### src/rtl/down_counter_ctrl.sv
`default_nettype none
// ============================================================================
// Module   : down_counter_ctrl
// Brief    : Loadable down counter with start/pause/abort control and a
//            one-cycle done pulse on expiry. Define
//            DOWN_COUNTER_CTRL_AUTO_RELOAD_EN for periodic auto-reload.
// Revision : 1.0 - initial release
// ============================================================================
module down_counter_ctrl #(
    parameter int WIDTH = 4
) (
    input  logic             clk,
    input  logic             reset,
    input  logic             start,
    input  logic             pause,
    input  logic             abort,
    input  logic [WIDTH-1:0] load_val,
    output logic [WIDTH-1:0] counter,
    output logic [1:0]       state,
    output logic             busy,
    output logic             done
);

    typedef enum logic [1:0] {
        ST_IDLE  = 2'd0,
        ST_RUN   = 2'd1,
        ST_PAUSE = 2'd2,
        ST_DONE  = 2'd3
    } state_t;

    localparam logic [WIDTH-1:0] C_ZERO = '0;
    localparam logic [WIDTH-1:0] C_ONE  = WIDTH'(1);

    state_t           r_state;
    state_t           w_next_state;
    logic [WIDTH-1:0] r_counter;
    logic [WIDTH-1:0] w_next_counter;
    logic             r_done;
    logic             w_next_done;

    always_ff @(posedge clk or posedge reset) begin
        if (reset) begin
            r_state   <= ST_IDLE;
            r_counter <= C_ZERO;
            r_done    <= 1'b0;
        end else begin
            r_state   <= w_next_state;
            r_counter <= w_next_counter;
            r_done    <= w_next_done;
        end
    end

    always_comb begin
        w_next_state   = r_state;
        w_next_counter = r_counter;
        w_next_done    = 1'b0;
        case (r_state)
            ST_IDLE, ST_DONE: begin
                // DONE lasts one cycle; a start seen there is treated as from IDLE
                w_next_state = ST_IDLE;
                if (!abort && !pause && start) begin
                    if (load_val != C_ZERO) begin
                        w_next_counter = load_val;
                        w_next_state   = ST_RUN;
                    end else begin
                        w_next_counter = C_ZERO;
                        w_next_done    = 1'b1;
                        w_next_state   = ST_DONE;
                    end
                end
            end
            ST_RUN: begin
                if (abort) begin
                    w_next_counter = C_ZERO;
                    w_next_state   = ST_IDLE;
                end else if (pause) begin
                    w_next_state = ST_PAUSE;
                end else if (r_counter > C_ONE) begin
                    w_next_counter = r_counter - C_ONE;
`ifdef DOWN_COUNTER_CTRL_AUTO_RELOAD_EN
                end else if (r_counter == C_ONE) begin
                    // expiry: stay in RUN showing zero for one cycle
                    w_next_counter = C_ZERO;
                    w_next_done    = 1'b1;
                end else if (load_val != C_ZERO) begin
                    w_next_counter = load_val;
                end else begin
                    w_next_state = ST_DONE;
                end
`else
                end else begin
                    w_next_counter = C_ZERO;
                    w_next_done    = 1'b1;
                    w_next_state   = ST_DONE;
                end
`endif
            end
            ST_PAUSE: begin
                if (abort) begin
                    w_next_counter = C_ZERO;
                    w_next_state   = ST_IDLE;
                end else if (!pause) begin
                    w_next_state = ST_RUN;
                end
            end
            default: begin
                w_next_state   = ST_IDLE;
                w_next_counter = C_ZERO;
            end
        endcase
    end

    assign counter = r_counter;
    assign state   = r_state;
    assign done    = r_done;
    assign busy    = (r_state == ST_RUN) || (r_state == ST_PAUSE);

endmodule
`default_nettype wire

### config.mk
export PLATFORM = sky130hd
export DESIGN_NAME = down_counter_ctrl
export DESIGN_NICKNAME = d
export VERILOG_FILES = /design/src/rtl/down_counter_ctrl.sv
export SDC_FILE = /design/constraint.sdc
export NUM_CORES = 1
export LEC_CHECK = 0
export BUFFER_PORTS_ARGS = -buffer_cell sky130_fd_sc_hd__buf_2
export CELL_PAD_IN_SITES_DETAIL_PLACEMENT = 1
export CELL_PAD_IN_SITES_GLOBAL_PLACEMENT = 1
export CORE_MARGIN = 2
export CORE_UTILIZATION = 38
export CTS_BUF_LIST = sky130_fd_sc_hd__clkbuf_4 sky130_fd_sc_hd__clkbuf_8
export CTS_CLUSTER_DIAMETER = 150
export CTS_CLUSTER_SIZE = 20
export DETAILED_ROUTE_END_ITERATION = 8
export PLACE_DENSITY = 0.91
export SLEW_MARGIN = 20
export SYNTH_ARGS = -nofsm -noshare
export SYNTH_HDL_FRONTEND = slang
export SYNTH_SLANG_ARGS = --single-unit
export TNS_END_PERCENT = 10
### constraint.sdc
create_clock -name clk -period 2.11 [get_ports clk]
set_input_delay 0.211 -clock clk [delete_from_list [all_inputs] [get_ports clk]]
set_output_delay 0.211 -clock clk [all_outputs]
set_load 0.01 [all_outputs]
Word-level counts from Yosys, hierarchy flattened
Index checks and enable logic that the tools add are counted.
- flip-flop bits (word level): 7
- word-level logic and storage cells: 44
- add/subtract/negate cells: 1
- equality and inequality tests: 8
- $lt $le $gt $ge: 1
- reductions and logical operators: 10
- multiplexer cells: 21
- operators by type and width (operator ; count):
    4-bit 2-to-1 mux ; 6
    2-bit 2-to-1 mux ; 7
    4-bit case mux with 3 select lines ; 1
    3-bit != test (second input constant) ; 2
    2-bit case mux with 3 select lines ; 1
    1-bit 2-to-1 mux ; 5
    2-bit == test (second input constant) ; 2
    4-bit by 1-bit greater-than comparator with 1-bit output (second input constant) ; 1
    2-bit != test (second input constant) ; 2
    4-bit != test (second input constant) ; 1
    4-bit nonzero test ; 1
    4-bit by 1-bit subtractor with 4-bit output (second input constant) ; 1
    3-bit AND reduction ; 1
    2-bit by 1-bit == test with 1-bit output (second input constant) ; 1
    1-bit logical AND ; 2
    1-bit zero test ; 2
    2-bit zero test ; 1
    1-bit case mux with 2 select lines ; 1
    2-bit AND reduction ; 1
    2-bit OR reduction ; 1
    1-bit logical OR ; 1

Logic depth before layout (Yosys ltp)
Gate-level depths: netlist of the first run.
- word-level depth: 5
- mapped depth: 7
- depth with buffers taken out: 6

Least setup slack after synthesis of the first run
OpenSTA, ideal clock, no wires.
- kind: flip-flop to flip-flop
- start point: register r_state[0], in the netlist state[0]
- end point: register r_counter[2], in the netlist counter[2]
- cell stages (with the launch flop): 8
- period minus slack after synthesis: 1.766 ns
- path buffers: 1
- path slack: 0.344 ns
- arrival time: 1.645 ns
- cell sequence: dfrtp_1 inv_1 ha_1 buf_2 a211o_2 o221ai_4 o21ai_1 a22o_1
- cells in the longest elaborated chain, start to end: 4
- elaborated cells on any way between the ends: 10
- classes of those cells: eq/ne (6); mux (1); reduce/logical (3)
- ends and longest elaborated chain (item ; RTL line ; text):
    from (decl) ; 34 ; state_t r_state;
    from (signal assigned) ; 47 ; r_state <= w_next_state;
    2-bit == test or 2-bit zero test (tied branches) ; 57 ; case (r_state)
    2-bit OR reduction ; 57 ;
    2-bit != test (no line) ; - ;
    3-bit AND reduction (no line) ; - ;
    to (signal assigned) ; 48 ; r_counter <= w_next_counter;
    to (decl) ; 36 ; logic [WIDTH-1:0] r_counter;
Parallel ways exist; a longest one is shown, timed or not.
A chain may end at the register's enable or synchronous reset.

Worst setup path in the final report of the first run
- start point: register r_state[0], in the netlist state[0]
- end point: register r_counter[0], in the netlist counter[0]
The elaborated chain is that of the path after synthesis.

==> results of run 1 <==
-- state kept, by name, indices dropped and copies added (netlist names) --
signal / cells
counter: 4
state: 2
done: 1
-- synthesized netlist by cell type --
master,instances,area [um2]
o311ai_4,1,26.3
o21ai_0,3,15.0
nand2_1,5,18.8
o211a_1,2,20.0
a22o_1,2,17.5
a211o_2,1,10.0
ha_1,5,62.6
o31ai_1,1,7.51
o221a_2,1,11.3
a21oi_1,5,25.0
nand2b_1,2,12.5
dfrtp_1,7,175
nor3_1,2,10.0
or3b_4,1,11.3
o21ai_1,2,10.0
and2b_2,1,8.76
mux2i_1,1,10.0
inv_1,7,26.3
a21boi_0,1,7.51
nand3b_1,1,7.51
o221ai_4,1,26.3
mux2_2,1,11.3
nand4_1,1,6.26
nor4_1,1,6.26
nor2_1,3,11.3
buf_2,1,5.00
nand3_1,1,5.00
-- logic make-up (layout without fill, tap and decap cells) --
family | after synthesis | after routing | synth area share
adder cells (fa/ha/maj) | 5 | 5 | 0.111
multiplexers | 2 | 2 | 0.0377
flip-flops | 7 | 7 | 0.310
AND/OR/NAND/NOR | 18 | 18 | 0.173
buffers and inverters | 8 | 29 | 0.0554
AO/OA/AOI/OAI | 20 | 20 | 0.313
-- cell type report --
class                      instances  share of cell area
multi-input combinational         45               0.507
clock buffer                       4              0.0426
timing repair buffer              18               0.138
sequential                         7               0.248
tap                               15              0.0266
inverter                           7              0.0372
-- worst min-delay path: cells and delay by family --
family	cells	cell delay, ps
buffers and inverters	1	120
AOI/OAI and AO/OA	1	80
and+or+nand+nor	1	130
-- power by group through the flow --
stage / clock network, W / logic, W / registers (W)
6_report: 0.000137 / 0.000166 / 0.000187
3_3_place_gp: 0 / 0.000156 / 0.000189
2_1_floorplan: 0 / 0.0000889 / 0.000194
4_1_cts: 0.000144 / 0.000167 / 0.000187
3_5_place_dp: 0 / 0.000165 / 0.000189
5_1_grt: 0.000151 / 0.000184 / 0.000192
-- metrics by stage --
stage / hold slack, ps / instance area (um2) / instances / setup slack (ps) / utilization
2_1_floorplan: 14.4 / 564 / 60 / 344 / -
6_report: 331 / 706 / 96 / 255 / 0.523
5_1_grt: 321 / 706 / 96 / 80.1 / 0.523
3_5_place_dp: 161 / 666 / 91 / 266 / 0.493
4_1_cts: 311 / 706 / 96 / 261 / 0.523
3_3_place_gp: 145 / 666 / 91 / 360 / 0.493
-- what timing repair did --
| action | in CTS | in global routing |
|---|---|---|
| endpoints found under the hold margin | 7 | 0 |
| hold buffers | 1 | 0 |
| setup buffers | 0 | 0 |
| gates resized for setup | 0 | 0 |
-- cells in the final DEF, fill, tap and decap left out, types with 2 or more instances in the layout --
cell,n
buf_2,16
inv_1,7
dfrtp_1,7
nand2_1,5
a21oi_1,5
ha_1,5
clkbuf_4,4
nor2_1,3
o21ai_0,3
o211a_1,2
o21ai_1,2
nand2b_1,2
a22o_1,2
nor3_1,2
-- path summary, 6_finish.rpt --
kind / startpoint / end / slack, ps / cells after the start
min in group asynchronous: reset / counter[3] / 440 / 3
max reg2reg: state[0] / counter[0] / 260 / 6
max in group asynchronous: reset / state[0] / 1440 / 3
max: state[0] / counter[0] / 260 / 6
min: start / done / 330 / 3
min reg2reg: state[0] / state[0] / 600 / 1
-- per-layer routing --
layer,vias up,part of all wire
met3,2,0.061
met4,0,0.013
li1,260,-
met2,18,0.53
met1,254,0.40
met5,-,0
==> metrics.md, run 1 <==
| Metric | Value |
|---|---|
| Register bit total from synthesis | 7 |
| Switching share of power | 0.359 |
| Met1 GRT Util | 0.213 |
| GR Util met3 | 0.0819 |
| Clock Skew | 2.73 ps |
| Tot Pwr | 0.000490 W |
| Antenna-violating nets left | 0 |
| Sequential group share of total power | 0.382 |
| Fill cell count | 172 |
| # setup viols final | 0 |
| Final worst path period need | 1850 ps |
| Pwr/cell area | 695 nW/um2 |
| Critical Path End Type | flip-flop |
| Setup TNS | 0 ps |
| Worst path buffer plus inverter count | 1 |
| DIE AREA | 1810 um2 |
| Initial Util | 0.418 |
| Nets | 96 |
| CTS HTree Levels | 1 |
| Synth cell types | 27 |
| Area of the multi-input gates | 358 um2 |
| Slew margin rel. | 0.754 |
| Sequential area share after synthesis | 0.310 |
| Ys Warns | 0 |
| Final hold vios | 0 |
| Share of layout cells above drive strength 1 | 0.346 |
| DRT Wirelength | 1560 um |
| Busiest grt layer | met2 |
| Die X-Extent | 42.5 um |
| CTS tree | built |
| Initial antenna violation count | 0 |
| WL per Instance | 16.2 um |
| Worst-path cell chain | inv_1, ha_1, nor2_1, o311ai_4, o211a_1, a21oi_1 |
| Status | completed |
| First-pass GRT wire length | 2620 um |
| Antenna diodes | 0 |
| Peak per-stage delay on the critical path | 450 ps |
| Logic pwr share | 0.338 |
| CP arrival | 2020 ps |
| Clock share of power | 0.280 |
| Slew Limit Fails | 0 |
| Die Y | 42.5 um |
| Grt met2 use | 0.366 |
| Clock-pin transition on the worst setup and hold timing paths | 60 ps |
| Post-synthesis cell area | 564 um2 |
| GPL Wtd Cong | 0.766 |
| Num Clock Sinks | 7 |
| Net load switching power | 0.000176 W |
| Register area | 175 um2 |
| Cells after Synth | 60 |
| Final period util | 0.879 |
| Iter 0 DRT Violations | 8 |
| VDD IR max | 0.000409 V |
| Drt first pass iters | 4 |
| Core outline area | 1350 um2 |
| Post-DP HPWL | 1280 um |
| Area grow syn2layout | 25.1% |
| Max_cap viols | 0 |
| Inserted Clock Buffers | 3 |
| Tot GR Track Use | 0.198 |
| DRC | 0 |
| IO Pins | 17 |
| Largest net degree at the start of global routing | 12 |
| Mapped Nets | 74 |
| Number of global-route vias before repair | 560 |
| Buffers added on ports | 16 |
| Syn Area/Cell | 9.40 um2 |
| Gr ovfl total | 0 |
| Slew @ Worst Pin | 368 ps |
| Crit path max fanout | 11 |
| Row cnt | 13 |
| Worst min path class | primary input to flip-flop |
| Critical-path top delay cell | ha_1 |
| Clock latency on the worst-skew pair | 250 ps |
| Critical path class | flip-flop to flip-flop |
| Root Driver | clkbuf_4 |
| Max Fclk | 0.539 GHz |
| Leakage | 0.357 nW |
| RSZ-0062 raised after global routing | false |
| Crit path launch type | flip-flop |
| Crit-path leading delay family | compound AO/OA/AOI/OAI gates |
| Vias/cell | 5.56 |
| Critical path required time | 2280 ps |
| Vias | 534 |
| Internal power | 0.000314 W |
| Clock Path Buffers | 2 |
Note: power is estimated with default switching activity, not from simulation.
==> run 2: changes to the inputs <==
--- a/config.mk
+++ b/config.mk
@@ -15,6 +15,7 @@
 export CTS_CLUSTER_SIZE = 20
 export DETAILED_ROUTE_END_ITERATION = 8
 export PLACE_DENSITY = 0.91
+export REMOVE_ABC_BUFFERS = 1
 export SLEW_MARGIN = 20
 export SYNTH_ARGS = -nofsm -noshare
 export SYNTH_HDL_FRONTEND = slang
==> run 2 against run 1 <==
Compared with the run above:
- clock-buffer cell count stayed put
- largest cell class unchanged
- power is 0.62% lower
- worst hold slack worse by 25 ps
- sequential power hardly changed
==> metrics.md, run 2 (same netlist as run 1, synthesis figures left out) <==
| Metric | Value |
|---|---|
| Leakage | 0.352 nW (was 0.357 nW) |
| IO Pins | 17 (unchanged) |
| Clock latency on the worst-skew pair | 260 ps (was 250 ps) |
| Worst hold slack | 306 ps (was 331 ps) |
| Largest net degree at the start of global routing | 12 (unchanged) |
| Buffers added on ports | 16 (unchanged) |
| Status | completed (unchanged) |
| Crit path launch type | flip-flop (unchanged) |
| Crit Reg-Reg Startpoint | counter[0] (was state[0]) |
| Critical Path Start | counter[0] (was state[0]) |
| Post-CTS Setup Inserts | 0 (unchanged) |
| Root Driver | clkbuf_4 (unchanged) |
| CTS tree | built (unchanged) |
| First-pass GRT wire length | 2590 um (was 2620 um) |
| # setup viols final | 0 (unchanged) |
| Final hold vios | 0 (unchanged) |
| WL per Instance | 15.7 um (was 16.2 um) |
| Pwr/cell area | 698 nW/um2 (was 695 nW/um2) |
| Nets | 95 (was 96) |
| Row cnt | 13 (unchanged) |
| Final period util | 0.888 (was 0.879) |
| Antenna-violating nets left | 0 (unchanged) |
| Clock Path Buffers | 2 (unchanged) |
| Setup TNS | 0 ps (unchanged) |
| DRT Wirelength | 1490 um (was 1560 um) |
| Max_cap viols | 0 (unchanged) |
| Worst min path class | primary input to flip-flop (unchanged) |
| Vias | 521 (was 534) |
| Slew Limit Fails | 0 (unchanged) |
| Clock-pin transition on the worst setup and hold timing paths | 60 ps (about the same) |
| Iter 0 DRT Violations | 3 (was 8) |
| Crit path max fanout | 5 (was 11) |
| Max Fclk | 0.533 GHz (was 0.539 GHz) |
| Worst Hold Launch | load_val[2] (was start) |
| Design Area, Final | 698 um2 (was 706 um2) |
| Num Clock Sinks | 7 (unchanged) |
| Tot GR Track Use | 0.190 (was 0.198) |
| Share of layout cells above drive strength 1 | 0.338 (was 0.346) |
| Critical Path End Type | flip-flop (unchanged) |
| Commonest non-fill, non-tap cells in the layout | 16 x buf_2, 7 x inv_1, 7 x dfrtp_1 (unchanged) |
| RSZ-0062 raised after global routing | false (unchanged) |
| Slew margin rel. | 0.751 (was 0.754) |
| CTS HTree Levels | 1 (unchanged) |
| GPL Wtd Cong | 0.752 (was 0.766) |
| Antenna diodes | 0 (unchanged) |
| VDD IR max | 0.000363 V (was 0.000409 V) |
| Drt first pass iters | 3 (was 4) |
| Die Y | 42.5 um (unchanged) |
| PostCTS Resize Cnt | 0 (unchanged) |
| Core outline area | 1350 um2 (unchanged) |
| DIE AREA | 1810 um2 (unchanged) |
| Initial antenna violation count | 0 (unchanged) |
| Die X-Extent | 42.5 um (unchanged) |
| Clock Skew | 6.87 ps (was 2.73 ps) |
| Critical path required time | 2250 ps (was 2280 ps) |
| Slew @ Worst Pin | 374 ps (was 368 ps) |
| Inserted Clock Buffers | 3 (unchanged) |
| Vias/cell | 5.48 (was 5.56) |
| Gr ovfl total | 0 (unchanged) |
| Area grow syn2layout | 23.7% (was 25.1%) |
| Tot Pwr | 0.000487 W (was 0.000490 W) |
| Max reg flops | 4 (unchanged) |
| Initial Util | 0.418 (unchanged) |
| Most common cell after layout, fill and taps aside | buf_2 (unchanged) |
| DRC | 0 (unchanged) |
| CP arrival | 2020 ps (about the same) |
| Number of global-route vias before repair | 577 (was 560) |
| Post-DP HPWL | 1230 um (was 1280 um) |
| Final worst path period need | 1870 ps (was 1850 ps) |
| Critical path class | flip-flop to flip-flop (unchanged) |
| Area post-placement | 658 um2 (was 666 um2) |
run 2: cell count changes in the layout (fill, tap and decap cells not counted):
| cell | change |
|---|---|
| buf_4 | -1 |
run 2: stage by stage:
stage	setup slack (ps)	utilization	instances
6_report	235	0.517	95
5_1_grt	71.8	0.517	95
4_1_cts	258	0.517	95
3_5_place_dp	267	0.487	90
3_3_place_gp	296	0.487	90
2_1_floorplan	362	-	59
run 2: final cells by class:
class / count / area [um2]
clock buffer: 4 / 30.0
fill: 174 / 652
inverter: 7 / 26.3
multi-input combinational: 45 / 358
sequential: 7 / 175
tap: 15 / 18.8
timing repair buffer: 17 / 90.1
run 2: power by group:
group / internal, W / total [W] / switching (W)
logic: 0.0000669 / 0.000158 / 0.0000911
registers: 0.000155 / 0.000187 / 0.0000326
clock network: 0.0000855 / 0.000142 / 0.0000564
run 2: worst max-delay path, stage by stage (launching register included):
cell and delay [ps]:
dfrtp_1 420, inv_1 90, ha_1 240, nor2_1 290
o31ai_1 120, a21oi_1 230, mux2_2 360
run 2: path summary, 6_finish.rpt:
check	endpoint	slack, ps	cells after the start
min in group asynchronous	counter[1]	420	3
max	state[0]	240	6
min	counter[2]	310	4
min reg2reg	state[0]	560	1
max in group asynchronous	counter[3]	1470	3
max reg2reg	state[0]	240	6
run 2: layer usage:
metal  vias up  wire, um  GRT usage
met3         2        48     0.0172
met4         0        25     0.0750
met1       248       679      0.243
met5         -         0          0
met2        12       739      0.323
li1        259         -          -
run 2: repair_timing:
| action | 4_1_cts | 5_1_grt |
|---|---|---|
| endpoints found under the hold margin | 7 | 0 |
| hold buffers | 1 | 0 |
| endpoints found under the setup margin | 0 | 0 |
